### src/rtl/wb_arbiter2.sv
// -----------------------------------------------------------------------------
// wb_arbiter2
//   Two-master round-robin arbiter in front of one pipelined Wishbone slave
//   (stb/stall/ack, no cyc). Master 0 is the cpu core, master 1 a secondary
//   requester (VGA fetch / DMA). The arbiter owns the grant, the request and
//   response muxing, and the count of accepted-but-unacked requests.
//
// Ports
//   clk, reset                 system clock, synchronous active-high reset
//   i_m0_* / o_m0_*            master 0: stb, we, addr, wdata in;
//                              stall, ack, rdata out
//   i_m1_* / o_m1_*            master 1: same as master 0
//   o_s_*                      slave request: stb, we, addr, wdata
//   i_s_stall, i_s_ack,        slave response: stall, ack, rdata
//   i_s_data
//
// Parameters
//   AW       word address width
//   DW       data width
//   MAX_OUT  max accepted-but-unacked requests, 1..15 (4-bit count)
//
// State table
//   state | meaning
//   IDLE  | no owner; all masters stalled, slave acks dropped
//   OWN0  | master 0 owns the slave; its requests/acks are forwarded
//   OWN1  | master 1 owns the slave; its requests/acks are forwarded
// -----------------------------------------------------------------------------
module wb_arbiter2 #(
  parameter int AW      = 7,
  parameter int DW      = 32,
  parameter int MAX_OUT = 4
) (
  input  logic          clk,
  input  logic          reset,

  input  logic          i_m0_stb,
  input  logic          i_m0_we,
  input  logic [AW-1:0] i_m0_addr,
  input  logic [DW-1:0] i_m0_data,
  output logic          o_m0_stall,
  output logic          o_m0_ack,
  output logic [DW-1:0] o_m0_data,

  input  logic          i_m1_stb,
  input  logic          i_m1_we,
  input  logic [AW-1:0] i_m1_addr,
  input  logic [DW-1:0] i_m1_data,
  output logic          o_m1_stall,
  output logic          o_m1_ack,
  output logic [DW-1:0] o_m1_data,

  output logic          o_s_stb,
  output logic          o_s_we,
  output logic [AW-1:0] o_s_addr,
  output logic [DW-1:0] o_s_data,
  input  logic          i_s_stall,
  input  logic          i_s_ack,
  input  logic [DW-1:0] i_s_data
);

  localparam logic [1:0] IDLE = 2'd0;
  localparam logic [1:0] OWN0 = 2'd1;
  localparam logic [1:0] OWN1 = 2'd2;

  localparam logic [3:0] MAX_CNT = 4'(MAX_OUT);

  logic [1:0] state;
  logic [1:0] state_nxt;
  logic       last;
  logic       last_nxt;
  logic [3:0] cnt;
  logic [3:0] cnt_nxt;

  logic       cnt_full;
  logic       cnt_zero;
  logic       accept;
  logic       ack_in;

  assign cnt_full = (cnt == MAX_CNT);
  assign cnt_zero = (cnt == 4'd0);

  // Accept uses the muxed strobe so a full count or IDLE never counts.
  assign accept = o_s_stb && !i_s_stall;
  // Acks arriving with no owner (e.g. left over from before a reset) are
  // discarded and must not touch the count.
  assign ack_in = i_s_ack && (state != IDLE);

  // ---------------------------------------------------------------------------
  // State register
  // ---------------------------------------------------------------------------
  always_ff @(posedge clk) begin
    if (reset) begin
      state <= IDLE;
      last  <= 1'b1;
      cnt   <= 4'd0;
    end else begin
      state <= state_nxt;
      last  <= last_nxt;
      cnt   <= cnt_nxt;
    end
  end

  // ---------------------------------------------------------------------------
  // Next-state logic. Only master strobes and the registered count feed the
  // grant decision, so slave stall/ack never reach the state register
  // combinationally.
  // ---------------------------------------------------------------------------
  always_comb begin
    state_nxt = state;
    last_nxt  = last;
    case (state)
      IDLE: begin
        if (i_m0_stb && i_m1_stb) begin
          // tie goes to whichever master was not served last
          state_nxt = last ? OWN0 : OWN1;
        end else if (i_m0_stb) begin
          state_nxt = OWN0;
        end else if (i_m1_stb) begin
          state_nxt = OWN1;
        end
      end
      OWN0: begin
        // hold the grant while stb is up or responses are still in flight
        if (!i_m0_stb && cnt_zero) begin
          last_nxt  = 1'b0;
          state_nxt = i_m1_stb ? OWN1 : IDLE;
        end
      end
      OWN1: begin
        if (!i_m1_stb && cnt_zero) begin
          last_nxt  = 1'b1;
          state_nxt = i_m0_stb ? OWN0 : IDLE;
        end
      end
      default: begin
        state_nxt = IDLE;
      end
    endcase
  end

  // ---------------------------------------------------------------------------
  // Outstanding-request counter. Simultaneous accept and ack cancel out; a
  // stray ack at zero saturates rather than wrapping.
  // ---------------------------------------------------------------------------
  always_comb begin
    cnt_nxt = cnt;
    case ({accept, ack_in})
      2'b10:   cnt_nxt = cnt + 4'd1;
      2'b01:   cnt_nxt = cnt_zero ? 4'd0 : (cnt - 4'd1);
      default: cnt_nxt = cnt;
    endcase
  end

  // ---------------------------------------------------------------------------
  // Output logic: request mux toward the slave, response demux toward the
  // owner. Everything not owned is held at its idle value.
  // ---------------------------------------------------------------------------
  always_comb begin
    o_s_stb    = 1'b0;
    o_s_we     = 1'b0;
    o_s_addr   = '0;
    o_s_data   = '0;
    o_m0_stall = 1'b1;
    o_m0_ack   = 1'b0;
    o_m0_data  = '0;
    o_m1_stall = 1'b1;
    o_m1_ack   = 1'b0;
    o_m1_data  = '0;
    case (state)
      OWN0: begin
        o_s_stb    = i_m0_stb && !cnt_full;
        o_s_we     = i_m0_we;
        o_s_addr   = i_m0_addr;
        o_s_data   = i_m0_data;
        o_m0_stall = i_s_stall || cnt_full;
        o_m0_ack   = i_s_ack;
        o_m0_data  = i_s_data;
      end
      OWN1: begin
        o_s_stb    = i_m1_stb && !cnt_full;
        o_s_we     = i_m1_we;
        o_s_addr   = i_m1_addr;
        o_s_data   = i_m1_data;
        o_m1_stall = i_s_stall || cnt_full;
        o_m1_ack   = i_s_ack;
        o_m1_data  = i_s_data;
      end
      default: begin
      end
    endcase
  end

endmodule

### config.mk
export PLATFORM = sky130hd
export DESIGN_NAME = wb_arbiter2
export DESIGN_NICKNAME = d
export VERILOG_FILES = /design/src/rtl/wb_arbiter2.sv
export SDC_FILE = /design/constraint.sdc
export NUM_CORES = 1
export LEC_CHECK = 0
export ABC_AREA = 1
export BUFFER_PORTS_ARGS = -buffer_cell sky130_fd_sc_hd__buf_2
export CELL_PAD_IN_SITES_DETAIL_PLACEMENT = 2
export CELL_PAD_IN_SITES_GLOBAL_PLACEMENT = 2
export CORE_MARGIN = 4
export CORE_UTILIZATION = 13
export CTS_CLUSTER_SIZE = 10
export DETAILED_ROUTE_END_ITERATION = 6
export PLACE_DENSITY_LB_ADDON = 0.1
export SLEW_MARGIN = 20
export SYNTH_ARGS = -nofsm -noshare
export SYNTH_HDL_FRONTEND = slang
export SYNTH_SLANG_ARGS = --single-unit
export TNS_END_PERCENT = 5
### constraint.sdc
create_clock -name clk -period 5.7 [get_ports clk]
set_input_delay 1.14 -clock clk [delete_from_list [all_inputs] [get_ports clk]]
set_output_delay 1.14 -clock clk [all_outputs]
set_load 0.01 [all_outputs]
Word-level counts from Yosys, hierarchy flattened
Index checks and enable logic that the tools add are counted.
{ "totals": {"reg_bits": 7, "inputBits": 118, "output_inout_bits": 109, "word_cells": 56} }
{ "classes": {"n_addsub": 2, "eq_ne": 8, "muxes": 24, "n_reduce_logical": 19} }
{ "op_table": {"columns": ["cell", "count"], "rows": [
  ["two-way mux 32 bit", 2],
  ["one-hot mux 32 bit (2 select lines)", 1],
  ["two-way mux 2 bit", 7],
  ["one-hot mux 7 bit (2 select lines)", 1],
  ["one-hot mux 4 bit (2 select lines)", 1],
  ["logical AND 1 bit", 7],
  ["two-way mux 1 bit", 7],
  ["one-hot mux 1 bit (2 select lines)", 3],
  ["one-hot mux 2 bit (3 select lines)", 1],
  ["AND reduction 3 bit", 2],
  ["nonzero test 2 bit", 3],
  ["adder 4 x 1 -> 4 bit (second input constant)", 1],
  ["equality test 2 x 1 -> 1 bit (second input constant)", 2],
  ["equality test 2 bit (second input constant)", 2],
  ["equality test 4 x 3 -> 1 bit (second input constant)", 1],
  ["zero test 1 bit", 4],
  ["zero test 4 bit", 1],
  ["two-way mux 4 bit", 1],
  ["!= test 2 bit (second input constant)", 2],
  ["!= test 4 bit (second input constant)", 1],
  ["subtractor 4 x 1 -> 4 bit (second input constant)", 1],
  ["zero test 2 bit", 1],
  ["logical OR 1 bit", 1]
]} }

Longest topological paths before layout
{ "logic_depth": {"depth_word": 7, "ltp_mapped": 15, "mapped_depth_nobuf": 13} }

Least setup slack after synthesis
No wires, ideal clock.
{ "synth_path": {"path_kind": "input port to output port", "from": "input port i_m1_stb", "to": "output port o_s_stb", "arrival_ns": 1.629, "required_time_ns": 4.560, "path_slack_ns": 2.931, "cell_stages": 4, "n_path_buf": 0, "path_cell_list": "inv_1 nand2_1 o21ai_0 nor3_1"} }
{ "synth_between": {"elab_chain_len": 2} }
{ "synth_lines": {"columns": ["item", "line_no", "source"], "rows": [
  ["start, declared", "44", "input logic i_m1_stb,"],
  ["logical AND 1 bit", "180", "o_s_stb = i_m1_stb && !cnt_full;"],
  ["one-hot mux 1 bit (2 select lines)", "169", "case (state)"],
  ["end, declared", "52", "output logic o_s_stb,"]
]} }
Every way passes these cells.

Worst setup path after layout
{ "layout_path": {"from": "register state[0]", "to": "output port o_s_data[14]"} }
{ "layout_between": {"elab_chain_len": 2, "word_cells_on_any_way": 3, "cone_classes": "eq/ne: 2; mux: 1"} }
{ "layout_lines": {"columns": ["item", "line_no", "source"], "rows": [
  ["start, declared", "67", "logic [1:0] state;"],
  ["start signal, assigned", "97", "state <= state_nxt;"],
  ["equality test 2 bit or equality test 2 x 1 -> 1 bit (tied branches)", "169", null],
  ["one-hot mux 32 bit (2 select lines) *", "169", null],
  ["end, declared", "55", "output logic [DW-1:0] o_s_data,"]
]} }
Every way passes the cells marked *; elsewhere a longest branch is shown, timed or not.

==> results.sh <==
export IMPL_synth_async_sr_flop_share=0
export IMPL_wl_microns=11770
export IMPL_area_growth_syn_to_layout_pct=76.40
export IMPL_htreeDepth=1
export IMPL_syn_avg_cell_area_sq_um=4.713
export IMPL_synthAdderAreaFrac=0.05036
export IMPL_first_pass_iters=4
export IMPL_crit_path_cell_trace="inv_1 > ha_2 > buf_4 > nand2_1 > a21oi_1 > buf_2"
export IMPL_final_common_cell="buf_2"
export IMPL_rsz0062_at_grt="false"
export IMPL_grt_pass1_wl_microns=17230
export IMPL_cts_hold_buffers=0
export IMPL_num_io_pins=227
export IMPL_cp_end_kind="output port"
export IMPL_ys_seq_area_frac=0.08058
export IMPL_post_drt_wl_per_cell_microns=15.67
export IMPL_p_total_mw=1.027
export IMPL_status="completed"
export IMPL_start_util=0.1351
export IMPL_cts_resized=0
export IMPL_cts_made_buffers=3
export IMPL_min_path_type="flop to flop"
export IMPL_synth_top_family_by_area="simple AND/OR/NAND/NOR gates"
export IMPL_die_w_microns=123.7
export IMPL_grt_pass1_vias=3102
export IMPL_cts_sinks=7
export IMPL_drive_gt1_frac=0.4145
export IMPL_p_leak_nw=2.204
export IMPL_synth_area_mux_share=0
export IMPL_slowest_delay_ns=0.87
export IMPL_min_period_ns=3.590
export IMPL_crit_path_start_kind="flop"
export IMPL_synth_flop_cell="dfxtp_1"
export IMPL_hold_viol=0
export IMPL_worst_slew_pin_slew_ns=1.004
export IMPL_antennaDiodeCount=0
export IMPL_coreArea_sq_um=12880
export IMPL_synth_xor_area_frac=0
export IMPL_die_h_microns=123.7
export IMPL_grt_max_degree=50
export IMPL_ys_warnings_count=0
export IMPL_holdWs_ns=0.4614
export IMPL_synth_fp_nets=494
export IMPL_slowest_stage="ha_2"
export IMPL_gp_congestion=0.7538
export IMPL_cp_max_fo=49
export IMPL_vias=2997
export IMPL_rows=41
export IMPL_cap_violations=0
export IMPL_synth_cell_types=21
export IMPL_setup_tns_ns=0
export IMPL_dp_hpwl_microns=9930
export IMPL_track_usage=0.1435
export IMPL_clkLatencyLatePin_ns=0.23
export IMPL_fmax_mhz=278.6
export IMPL_clockBufferDepth=2
export IMPL_skew_ns=0.0007694
export IMPL_ys_ff_latch=7
export IMPL_timing_final_crit_share=0.6298
export IMPL_ctsRootBufferMaster="clkbuf_16"
export IMPL_drcViolationCount=0
export IMPL_ant_nets=0
export IMPL_post_cts_buffers=0
export IMPL_synth_simple_area_share=0.4576
export IMPL_drv_slew=0
export IMPL_vias_per_cell=3.991
export IMPL_clk_pin_slew_ns=0.04
export IMPL_synthCells=369
export IMPL_mostFrequentLayoutCells="buf_2, nand2_1, inv_1, a21oi_1, nand3_1"
export IMPL_max_slew_margin=0.3309
export IMPL_power_density_nw_per_um2=334.8
export IMPL_dieArea_sq_um=15290
export IMPL_worstPathRequired_ns=4.56
export IMPL_crit_type="flop to output port"
export IMPL_antenna_found_initial=2
export IMPL_synthesis_area_sq_um=1739
export IMPL_drtIter0Drc=55
export IMPL_synth_compound_area_frac=0.1633
export IMPL_cts_tree="yes"
export IMPL_ir_drop_uv=195.6
export IMPL_setup_viol=0
export IMPL_fin_nets=705
export IMPL_synth_edff_count=0
export IMPL_grt_overflow=0
export IMPL_cp_arrival_ns=2.45
export IMPL_portBuffers=226
cells in the mapped netlist, types with 2 or more instances:
master / n / area share
a21oi_1: 48 / 0.14
buf_2: 15 / 0.043
buf_4: 3 / 0.013
clkbuf_1: 4 / 0.0086
dfxtp_1: 7 / 0.081
ha_1: 7 / 0.050
inv_1: 81 / 0.17
nand2_1: 164 / 0.35
nand2_4: 2 / 0.013
nand3_1: 11 / 0.032
nand3_2: 2 / 0.012
nor2_1: 10 / 0.022
nor3_1: 2 / 0.0058
o21ai_0: 6 / 0.017
where the power goes:
group	internal [mW]	switching (mW)	leakage, nW
logic	0.277	0.541	2.11
registers	0.0655	0.0201	0.0578
clock network	0.0935	0.0307	0.0382
total	0.436	0.592	2.20
per-stage QoR:
step	setup WS (ns)	utilization	cell area, sq um	instances
final	2.110	0.2383	3068	751
after global routing	1.873	0.2383	3068	751
after CTS	2.000	0.2383	3068	751
after detailed placement	2.271	0.2321	2989	747
after global placement	2.316	0.2321	2989	747
after floorplan	2.931	-	1739	369
worst paths after layout:
| path | start | to | slack [ns] | cells past startpoint |
|---|---|---|---|---|
| worst min-delay path | last$_SDFFE_PP1P_ | last$_SDFFE_PP1P_ | 0.46 | 2 |
| worst max-delay path | state[0]$_SDFFE_PP0P_ | o_s_data[14] | 2.11 | 6 |
| worst max register to register | state[0]$_SDFFE_PP0P_ | cnt[1]$_SDFFE_PP0P_ | 3.08 | 9 |
| worst min register to register | last$_SDFFE_PP1P_ | last$_SDFFE_PP1P_ | 0.46 | 2 |
flip-flops by register name, summed over array words and instances, names as in the netlist:
name and flops:
state 2, cnt 4, last 1
per-layer routing:
metal | up-vias | global-route usage | part of all wire
met2 | 109 | 0.2788 | 0.51
met5 | - | 0 | 0.0018
met1 | 1370 | 0.1592 | 0.39
met3 | 8 | 0.03497 | 0.089
met4 | 4 | 0.02076 | 0.0048
li1 | 1506 | - | -
critical path, delay by kind of cell (launching register included):
family                   cells  cell delay (ns)
flip-flops                   1             0.32
AND/OR/NAND/NOR              1             0.13
adder cells (fa/ha/maj)      1             0.87
AO/OA/AOI/OAI                1             0.16
buffers and inverters        3             0.73
final cells by class:
cell class / instances / area (sq um)
fillers: 1671 / 9808
multi-input cells: 257 / 1172
repair buffers: 229 / 1154
inverters: 82 / 307.8
well taps: 172 / 215.2
flip-flops and latches: 7 / 140.1
clock buffers: 4 / 78.83
cell families after synthesis:
| group | Yosys count |
|---|---|
| AND/OR/NAND/NOR | 194 |
| buffers and inverters | 105 |
| AO/OA/AOI/OAI | 56 |
| adder cells (fa/ha/maj) | 7 |
| flip-flops | 7 |
(Power assumes the default switching activity.)
